$ cat config.mk
export PLATFORM = sky130hd
export DESIGN_NAME = vram_arbiter
export DESIGN_NICKNAME = d
export VERILOG_FILES = /design/src/rtl/vram_arbiter.sv
export SDC_FILE = /design/constraint.sdc
export NUM_CORES = 1
export LEC_CHECK = 0
export ABC_AREA = 0
export CELL_PAD_IN_SITES_DETAIL_PLACEMENT = 0
export CELL_PAD_IN_SITES_GLOBAL_PLACEMENT = 2
export CORE_AREA = 3 3 136 138
export DETAILED_ROUTE_END_ITERATION = 6
export DIE_AREA = 0 0 139 141
export HOLD_SLACK_MARGIN = 0.05
export PLACE_DENSITY_LB_ADDON = 0.25
export SYNTH_ARGS = -nofsm -noshare
export SYNTH_HDL_FRONTEND = slang
export SYNTH_SLANG_ARGS = --single-unit
$ cat constraint.sdc
create_clock -name clk_pixel -period 3.89 [get_ports clk_pixel]
set_input_delay 0.9725 -clock clk_pixel [delete_from_list [all_inputs] [get_ports clk_pixel]]
set_output_delay 0.9725 -clock clk_pixel [all_outputs]
set_load 0.05 [all_outputs]
$ cat src/rtl/vram_arbiter.sv
// rtl/vram_arbiter.sv - VRAM arbiter: blanking-triggered line fetch into a double-banked line buffer, host gets the idle cycles.
// Optional VRAM_ARB_BLANK_ONLY_EN: host granted only while hblank|vblank is high.
module vram_arbiter #(
  parameter int LINE_WORDS = 200,
  parameter int V_LINES    = 600,
  parameter int ADDR_W     = 17,
  parameter int DATA_W     = 16
) (
  input  logic              clk_pixel,
  input  logic              reset,
  input  logic              hblank,
  input  logic              vblank,
  input  logic              host_valid,
  input  logic              host_we,
  input  logic [ADDR_W-1:0] host_addr,
  input  logic [DATA_W-1:0] host_wdata,
  output logic              host_ready,
  output logic              host_rvalid,
  output logic [DATA_W-1:0] host_rdata,
  output logic [ADDR_W-1:0] mem_addr,
  output logic              mem_re,
  output logic              mem_we,
  output logic [DATA_W-1:0] mem_wdata,
  input  logic [DATA_W-1:0] mem_rdata,
  output logic              lb_we,
  output logic              lb_bank,
  output logic [ADDR_W-1:0] lb_addr,
  output logic [DATA_W-1:0] lb_wdata,
  output logic              fetch_overrun
);

  localparam int WORD_W = (LINE_WORDS > 1) ? $clog2(LINE_WORDS) : 1;
  localparam int LC_W   = $clog2(V_LINES + 1);

  typedef enum logic [1:0] {S_IDLE, S_FETCH, S_DRAIN} state_t;

  state_t            state_q;
  logic              hblank_q, vblank_q;
  logic              frame_q;
  logic [LC_W-1:0]   next_line_q;
  logic              bank_q;
  logic [WORD_W-1:0] word_q;
  logic [ADDR_W-1:0] fetch_addr_q;
  logic              lb_we_q;
  logic [ADDR_W-1:0] lb_addr_q;
  logic              rvalid_q;
  logic              overrun_q;

  logic              vb_rise, hb_rise, hb_trig, trig, busy, fetching, blank_ok;
  logic [LC_W-1:0]   fetch_line;
  logic [ADDR_W-1:0] fetch_base;

  assign vb_rise  = vblank & ~vblank_q;
  assign hb_rise  = hblank & ~hblank_q;
  // hblank fetches are only meaningful once a frame has been started by vblank
  assign hb_trig  = hb_rise & ~vblank & frame_q & (next_line_q < LC_W'(V_LINES));
  assign trig     = vb_rise | hb_trig;
  assign busy     = (state_q != S_IDLE);
  assign fetching = (state_q == S_FETCH);

  assign fetch_line = vb_rise ? '0 : next_line_q;
  assign fetch_base = ADDR_W'(fetch_line) * ADDR_W'(LINE_WORDS);

`ifdef VRAM_ARB_BLANK_ONLY_EN
  assign blank_ok = hblank | vblank;
`else
  assign blank_ok = 1'b1;
`endif

  // A trigger seen this cycle starts the burst immediately, so it also blocks the host
  assign host_ready = host_valid & ~reset & ~busy & ~trig & blank_ok;

  assign mem_re     = fetching | (host_ready & ~host_we);
  assign mem_we     = host_ready & host_we;
  assign mem_addr   = fetching ? fetch_addr_q : (host_ready ? host_addr : '0);
  assign mem_wdata  = mem_we ? host_wdata : '0;

  assign host_rvalid   = rvalid_q;
  assign host_rdata    = rvalid_q ? mem_rdata : '0;
  assign lb_we         = lb_we_q;
  assign lb_bank       = bank_q;
  assign lb_addr       = lb_addr_q;
  assign lb_wdata      = lb_we_q ? mem_rdata : '0;
  assign fetch_overrun = overrun_q;

  always_ff @(posedge clk_pixel) begin
    if (reset) begin
      state_q      <= S_IDLE;
      // Previous-level registers reset high so a blank already active at release is not a rise
      hblank_q     <= 1'b1;
      vblank_q     <= 1'b1;
      frame_q      <= 1'b0;
      next_line_q  <= '0;
      bank_q       <= 1'b0;
      word_q       <= '0;
      fetch_addr_q <= '0;
      lb_we_q      <= 1'b0;
      lb_addr_q    <= '0;
      rvalid_q     <= 1'b0;
      overrun_q    <= 1'b0;
    end else begin
      hblank_q  <= hblank;
      vblank_q  <= vblank;
      lb_we_q   <= fetching;
      lb_addr_q <= ADDR_W'(word_q);
      rvalid_q  <= host_ready & ~host_we;
      if (trig && busy) overrun_q <= 1'b1;

      case (state_q)
        S_IDLE: begin
          if (trig) begin
            state_q      <= S_FETCH;
            bank_q       <= ~bank_q;
            word_q       <= '0;
            fetch_addr_q <= fetch_base;
            next_line_q  <= vb_rise ? LC_W'(1) : next_line_q + LC_W'(1);
            if (vb_rise) frame_q <= 1'b1;
          end
        end
        S_FETCH: begin
          word_q       <= word_q + WORD_W'(1);
          fetch_addr_q <= fetch_addr_q + ADDR_W'(1);
          if (word_q == WORD_W'(LINE_WORDS - 1)) state_q <= S_DRAIN;
        end
        S_DRAIN: state_q <= S_IDLE;
        default: state_q <= S_IDLE;
      endcase
    end
  end

endmodule

* Word-level counts from Yosys, hierarchy flattened
Cells that the tools add are included.
Word-level totals: RAM bits 0, memories kept 0, memory bits (read-only) 0, bits in latches 0, input bits 55, bits in registers 61
Cells by class: $mul 1, div/mod/pow operators 0, muxes and demuxes 14, $add $sub $neg 3, bitwise operators 20, order comparisons 1, shifts and indexed selects 0, equality and inequality tests 4, reduce and logical (&&, ||, !) cells 8
Operators with widths (number):
- $mux W17 | 3
- $mux W16 | 3
- $pmux W17 S2 | 1
- $mux W10 | 2
- $add A17 B1 Y17 const B | 1
- $pmux W8 S2 | 1
- $mul A10 B5 Y14 const B | 1
- $add A10 B1 Y10 const B | 1
- $and A1 B1 Y1 | 10
- $lt A10 B10 Y1 const B | 1
- $add A8 B1 Y8 const B | 1
- $eq A8 B8 Y1 const B | 1
- $mux W8 | 1
- $not A1 Y1 | 8
- $reduce_and A2 Y1 | 3
- $mux W2 | 2
- $pmux W2 S2 | 1
- $reduce_bool A2 Y1 | 2
- $reduce_and A3 Y1 | 1
- $eq A2 B1 Y1 const B | 1
- $logic_not A2 Y1 | 1
- $ne A2 B1 Y1 const B | 1
- $ne A2 B2 Y1 const B | 1
- $or A1 B1 Y1 | 2
- $logic_and A1 B1 Y1 | 1

* Longest topological paths before layout
Gate-level depths: netlist of run 1.
word-level depth 10, gate-level depth with buffers 15, gate-level depth less buffers 13

* Worst setup path before layout of run 1
No wires, ideal clock.
path kind input to register, start input port vblank, end register fetch_addr_q[16], arrival 4.072 ns, path buffers 3, setup time 0.115 ns, cell stages on the path 15, setup slack -0.297 ns, cell sequence nand2b_1 clkbuf_1 clkbuf_1 clkbuf_1 nand2_1 inv_1 ha_1 ha_1 ha_1 ha_1 nor4_1 o21ai_0 a41oi_1 xnor2_1 a2111oi_0
On the way: cells in the longest elaborated chain, start to end 7, elaborated cells on any way between the ends 12
RTL lines:
- start, declared | line 12 | input logic vblank,
- parallel branches: the longest is 7 deep, another holds $mul A10 B5 Y14
- end signal, assigned | line 115 | fetch_addr_q <= fetch_base;
- end signal, assigned | line 122 | fetch_addr_q <= fetch_addr_q + ADDR_W'(1);
- end, declared | line 43 | logic [ADDR_W-1:0] fetch_addr_q;
Several ways; the timed one is not identified. The select of a mux whose other input is x is not followed. A chain may end at the register's enable or synchronous reset.

* Worst setup path in the final report of run 1
start input port hblank, end output port mem_wdata[3]
On the way: cells in the longest elaborated chain, start to end 9
RTL lines:
- start, declared | line 11 | input logic hblank,
- $and A1 B1 Y1 | line 54 | assign hb_rise = hblank & ~hblank_q;
- $and A1 B1 Y1 (3 in a row) | line 56 | assign hb_trig = hb_rise & ~vblank & frame_q & (next_line_q < LC_W'(V_LINES));
- $or A1 B1 Y1 | line 57 | assign trig = vb_rise | hb_trig;
- $not A1 Y1 | line 71 | assign host_ready = host_valid & ~reset & ~busy & ~trig & blank_ok;
- $and A1 B1 Y1 | line 71
- $and A1 B1 Y1 | line 74 | assign mem_we = host_ready & host_we;
- $mux W16 | line 76 | assign mem_wdata = mem_we ? host_wdata : '0;
- end, declared | line 23 | output logic [DATA_W-1:0] mem_wdata,
No other way between the ends.

==> flow_summary.yaml, run 1 <==
logic_synthesis:
  post_synth.cell_area_avg_um2: 7.98
  synth_xor_xnor_area_share_pct: 4.86
  synth_cells: 497
  dominantRegCellSynth: "sky130_fd_sc_hd__dfxtp_1"
  synth.mux.area_fraction_pct: 0
  netlist.area_leader.share_pct: 26.3
  ys_warn_count: 0
  post-synth-top-count-cell: "sky130_fd_sc_hd__dfxtp_1"
  synth_top_cell_by_area: "sky130_fd_sc_hd__dfxtp_1"
  synth-edff-count: 0
  synth-seq-cells: 52
  synthTopCellsByCount: "sky130_fd_sc_hd__dfxtp_1 (52), sky130_fd_sc_hd__and2_1 (40), sky130_fd_sc_hd__nor2_1 (37)"
  post_synth_and_or_nand_nor_area_fraction_pct: 27.4
  postSynth.asyncResetShare_pct: 0
  post_synth_adder_cell_area_pct: 11.7
  leading_post_synthesis_cells_by_cell_area: "sky130_fd_sc_hd__dfxtp_1 (26%), sky130_fd_sc_hd__ha_1 (9.2%), sky130_fd_sc_hd__and2_1 (6.3%), sky130_fd_sc_hd__a22o_1 (4.0%), sky130_fd_sc_hd__and3_1 (3.9%)"
  combinational_family_with_the_most_area_after_synthesis: "simple AND/OR/NAND/NOR gates"
  synth.yosys.seq_area_share_pct: 26.3
  post_synth_num_cell_types: 54
  post_synthesis_compound_gate_area_fraction_pct: 20.6
  netlist_area_um2: 3960
detailed_routing:
  route.vias.total: 4087
  drt_pass1_iterations: 4
  drc: 0
  average_routed_wire_per_standard_cell_um: 15.4
  final_antenna_net_count: 0
  vias_per_cell: 4.71
  wl_mm: 13.4
  initialDrtViolationCount: 223
global_routing:
  first_global_vias: 3846
  grt_util_all_layers_pct: 13.3
  grt_remaining_overflow: 0
  antenna_found_initial: 0
  grt_first_pass_wirelength_mm: 21.3
  grt_start_max_net_pins: 48
power_and_ir_drop:
  netSwitchingPower_uw: 456
  power.clock.fraction_pct: 33.2
  pwr_density_cell_nw_per_um2: 228
  report.power.total_mw: 1.42
  internal_power_uw: 959
  power_leakage_nw: 2.58
  vdd_ir_drop_max_uv: 154
  net_switching_fraction_of_the_power_pct: 32.2
  power.share.combinational_pct: 26.9
  pwr-share-seq_pct: 39.9
critical_path:
  critical_path_required_ns: 2.92
  startpoint: "hblank"
  cp_data_arrival_time_ns: 2.78
  r2r_cells: 12
  timing.critical_path.fanout_max: 15
  crit_type: "in -> out"
  timing.critical_path.from_type: "input port"
  rr_startpoint: "next_line_q[5]$_SDFFE_PP0P_"
  critical_path.endpoint_type: "primary output"
placement:
  numPlacedInstances: 859
  io_buffer_count: 134
  post_dp_cell_area_um2: 6060
  detailed_place_hpwl_mm: 10.4
  finalWeightedCongestion: 0.877
sta:
  max_clock_freq_mhz: 267
  tns_ns: 0
  timing_worst_slew_pin_value_ns: 0.968
  worst_slew_margin_rel_pct: 35.5
  hold_violations: 0
  final_max_slew_viol_count: 0
  rsz0062_at_grt: "false"
  finClkSkew_ns: 0.00658
  fin_crit_ns: 3.75
  final_min_period_over_clock_period_pct: 96.4
  timing.hold.ws_ns: 0.485
  final-setup-viol-count: 0
clocking:
  clk-insertion-delay-late_ns: 0.30
  clockBufferDepth: 2
  clk_pin_slew_worst_paths_ns: 0.07
  tritoncts: "done"
  cts_htree_levels: 2
  postCtsSetupRepairBufs: 0
  numCtsBuffers: 5
  cts.root.buffer_cell: "sky130_fd_sc_hd__clkbuf_16"
  cts-hold-fix-buffers: 0
  cts_num_sinks: 52
floorplan:
  initial_utilization_pct: 22.9
  die_x_extent_um: 139
  design.die.area_um2: 19600
  placementRows: 48
  num_io_pins: 144
  dieHeight_um: 141
  placeableCoreArea_um2: 17300
layout:
  finish.instance_area_um2: 6220
  area.growth.synth_to_final_pct: 56.9
  layout-drive-gt1-share_pct: 14.9
  antenna-diode-count: 0
  post_layout_nonfiller_instances: 868
  fin_nets: 731
min_path:
  hp-class: "reg -> reg"
  worst_hold_path.num_cells: 1
  min_from: "frame_q$_SDFFE_PP0P_"
outcome:
  run_status: "completed"
flow_run:
  cap_viol_max_count: 0
[flip-flops by register name, indices dropped and copies added, names as in the netlist]
name,cells
lb_bank,1
next_line_q,10
state_q,2
lb_addr,8
fetch_overrun,1
word_q,8
fetch_addr_q,17
lb_we,1
vblank_q,1
frame_q,1
hblank_q,1
host_rvalid,1
[final timing paths]
| kind | to | slack, ns |
|---|---|---|
| setup / recovery | mem_wdata[3] | 0.14 |
| hold / removal | frame_q$_SDFFE_PP0P_ | 0.49 |
| setup reg to reg | fetch_addr_q[16]$_SDFFE_PP0P_ | 0.70 |
| hold reg to reg | frame_q$_SDFFE_PP0P_ | 0.49 |
[layout make-up]
cell class / instances / area (um2)
inverters: 34 / 128
flip-flops and latches: 52 / 1040
well taps: 225 / 282
clock inverters: 3 / 25.0
clock buffers: 5 / 125
multi-input cells: 379 / 2610
fillers: 1781 / 11100
repair buffers: 170 / 2000
[cells by family after synthesis]
kind of cell | Yosys count
and+or+nand+nor | 200
DFF | 52
buffers and inverters | 75
adders and majority gates | 34
other | 1
xor gates and xnor gates | 22
AOI/OAI and AO/OA | 113
[cells in the final DEF (no fill, tap or decap), types with 25 or more instances in the layout]
cell type | Yosys | final
sky130_fd_sc_hd__nand2_1 | 33 | 33
sky130_fd_sc_hd__buf_4 | 10 | 33
sky130_fd_sc_hd__clkdlybuf4s50_1 | 0 | 97
sky130_fd_sc_hd__and2_1 | 40 | 40
sky130_fd_sc_hd__inv_1 | 34 | 34
sky130_fd_sc_hd__dfxtp_1 | 52 | 52
sky130_fd_sc_hd__nor2_1 | 37 | 37
sky130_fd_sc_hd__buf_12 | 0 | 39
sky130_fd_sc_hd__and3_1 | 25 | 25
sky130_fd_sc_hd__ha_1 | 29 | 29
[what timing repair did]
action | in CTS | in global routing
cloned | 1 | 0
resized for setup | 4 | 2
setup endpoints to repair | 39 | 2
[worst max-delay path, cell delays in order]
cell,delay (ns)
sky130_fd_sc_hd__clkdlybuf4s50_1,0.41
sky130_fd_sc_hd__and4bb_2,0.25
sky130_fd_sc_hd__o211ai_4,0.09
sky130_fd_sc_hd__nand2_4,0.08
sky130_fd_sc_hd__nor4_4,0.27
sky130_fd_sc_hd__buf_12,0.17
sky130_fd_sc_hd__buf_12,0.13
sky130_fd_sc_hd__and3_1,0.23
sky130_fd_sc_hd__buf_12,0.15
[metrics by stage]
stage / setup slack, ns / utilization [%]
final: 0.140 / 36.0
after global routing: 0.0232 / 36.0
after CTS: 0.0930 / 36.0
after detailed placement: -0.494 / 35.0
after global placement: -0.438 / 35.0
after floorplan: 0.0324 / -
[power by group through the flow]
stage | clock, mW | combinational [mW] | sequential [mW]
4_1_cts | 0.489 | 0.384 | 0.566
6_report | 0.470 | 0.380 | 0.565
3_3_place_gp | 0 | 0.380 | 0.578
2_1_floorplan | 0 | 0.201 | 0.577
5_1_grt | 0.514 | 0.401 | 0.569
3_5_place_dp | 0 | 0.382 | 0.578
[layer usage]
| layer | routed length (um) | GRT usage (%) | up-vias |
|---|---|---|---|
| met2 | 6230 | 22.4 | 148 |
| met5 | 0 | 0 | - |
| met4 | 90 | 2.21 | 0 |
| li1 | - | - | 2023 |
| met3 | 851 | 3.19 | 7 |
| met1 | 6230 | 17.6 | 1909 |
Note: power is estimated with default switching activity, not from simulation.
==> run 2: changes to the inputs <==
CAP_MARGIN = 10   (was default)
==> results of run 2 <==
Final layout, timing and power as in run 1 (identical DEF).
==> run 3: changes to the inputs <==
CORE_AREA = 3 3 190 99   (was 3 3 136 138)
DIE_AREA = 0 0 193 102   (was 0 0 139 141)
==> flow_summary.yaml, run 3 (synthesis results as in run 1) <==
clocking:
  clk-insertion-delay-late_ns: 0.30
  postCtsSetupRepairBufs: 0
  tritoncts: "done"
  cts_num_sinks: 52
  cts-resized-gates: 4
  clk_pin_slew_worst_paths_ns: 0.08
  clockBufferDepth: 2
  cts-hold-fix-buffers: 0
  cts.root.buffer_cell: "sky130_fd_sc_hd__clkbuf_16"
  cts_htree_levels: 2
  numCtsBuffers: 5
layout:
  largest_register_ff_count: 17
  fin_nets: 725
  layout-drive-gt1-share_pct: 14.1
  leading_cell_types_in_the_layout_fill_and_taps_excluded: "sky130_fd_sc_hd__clkdlybuf4s50_1 (97), sky130_fd_sc_hd__dfxtp_1 (52), sky130_fd_sc_hd__and2_1 (40)"
  top_regs: "fetch_addr_q (17), next_line_q (10)"
  antenna-diode-count: 0
  layout.cells.most_common: "sky130_fd_sc_hd__clkdlybuf4s50_1"
  regMostFlops: "fetch_addr_q"
  area.growth.synth_to_final_pct: 55.8
placement:
  pre_cts_ws_ns: -0.572
  detailed_place_hpwl_mm: 9.88
  finalWeightedCongestion: 0.726
  io_buffer_count: 134
global_routing:
  first_global_vias: 3760
  grt_start_max_net_pins: 39
  antenna_found_initial: 0
  grt_first_pass_wirelength_mm: 20.0
  grt_remaining_overflow: 0
  grt_util_all_layers_pct: 12.6
sta:
  final_min_period_over_clock_period_pct: 94.8
  max_clock_freq_mhz: 271
  timing_worst_slew_pin_value_ns: 0.991
  fin_crit_ns: 3.69
  final-setup-viol-count: 0
  tns_ns: 0
  finClkSkew_ns: 0.00744
  timing.final.ws_setup_ns: 0.203
  rsz0062_at_grt: "false"
  worst_slew_margin_rel_pct: 33.9
  final_max_slew_viol_count: 0
  hold_violations: 0
power_and_ir_drop:
  report.power.total_mw: 1.41
  power_leakage_nw: 2.55
  vdd_ir_drop_max_uv: 157
  pwr_density_cell_nw_per_um2: 229
detailed_routing:
  drc: 0
  drt_pass1_iterations: 4
  vias_per_cell: 4.48
  initialDrtViolationCount: 157
  wl_mm: 12.8
  route.vias.total: 3904
  final_antenna_net_count: 0
  average_routed_wire_per_standard_cell_um: 14.7
floorplan:
  design.die.area_um2: 19700
  placeableCoreArea_um2: 17300
  num_io_pins: 144
  initial_utilization_pct: 22.9
  placementRows: 34
  dieHeight_um: 102
  die_x_extent_um: 193
critical_path:
  critical_path_required_ns: 4.08
  rr_startpoint: "next_line_q[5]$_SDFFE_PP0P_"
  critical_path.endpoint_type: "flop"
  timing.critical_path.from_type: "input port"
  cp_data_arrival_time_ns: 3.87
  crit_type: "in -> reg"
  startpoint: "vblank"
  timing.critical_path.fanout_max: 6
min_path:
  min_from: "frame_q$_SDFFE_PP0P_"
  hp-class: "reg -> reg"
outcome:
  run_status: "completed"
flow_run:
  cap_viol_max_count: 0
run 3: final timing paths:
path,to,slack [ns],cells after the start
worst max-delay path,fetch_addr_q[16]$_SDFFE_PP0P_,0.20,15
worst min-delay path,frame_q$_SDFFE_PP0P_,0.47,1
worst max register to register,fetch_addr_q[16]$_SDFFE_PP0P_,0.71,12
worst min register to register,frame_q$_SDFFE_PP0P_,0.47,1
run 3: per-layer routing:
layer | global-route usage (%) | up-vias | part of all wire (%)
li1 | - | 2003 | -
met1 | 16.6 | 1784 | 47
met2 | 21.3 | 110 | 44
met3 | 2.95 | 7 | 7.5
met4 | 2.39 | 0 | 0.89
met5 | 0 | - | 0
run 3: area by class of cell:
type	instances	area (um2)
Fill cell	1824	11100
Multi-Input combinational cell	378	2620
Timing Repair Buffer	165	1950
Sequential cell	52	1040
Tap cell	234	293
Inverter	34	128
Clock buffer	5	125
Clock inverter	3	27.5
run 3: metrics by stage:
| step | area [um2] | cells | utilization [%] | hold WS (ns) |
|---|---|---|---|---|
| 6_report | 6180 | 871 | 35.8 | 0.471 |
| 5_1_grt | 6180 | 871 | 35.8 | 0.500 |
| 4_1_cts | 6180 | 871 | 35.8 | 0.473 |
| 3_5_place_dp | 6010 | 863 | 34.8 | 0.455 |
| 3_3_place_gp | 6010 | 863 | 34.8 | 0.447 |
| 2_1_floorplan | 4010 | 505 | - | 0.433 |
run 3: power by group:
group | internal [mW] | total, mW | switching, mW
clock network | 0.245 | 0.476 | 0.231
registers | 0.546 | 0.565 | 0.0187
logic | 0.165 | 0.374 | 0.209
run 3: critical path, stage by stage:
cell                            delay (ns)
sky130_fd_sc_hd__dlygate4sd2_1        0.29
sky130_fd_sc_hd__nor2b_1              0.15
sky130_fd_sc_hd__buf_4                0.15
sky130_fd_sc_hd__buf_4                0.13
sky130_fd_sc_hd__nor2_1               0.11
sky130_fd_sc_hd__ha_1                 0.16
sky130_fd_sc_hd__inv_1                0.06
sky130_fd_sc_hd__fa_1                 0.47
sky130_fd_sc_hd__inv_1                0.04
sky130_fd_sc_hd__ha_1                 0.32
sky130_fd_sc_hd__o21ai_1              0.10
sky130_fd_sc_hd__o21ai_0              0.23
sky130_fd_sc_hd__a41oi_1              0.17
sky130_fd_sc_hd__xnor2_1              0.17
sky130_fd_sc_hd__a2111oi_0            0.36
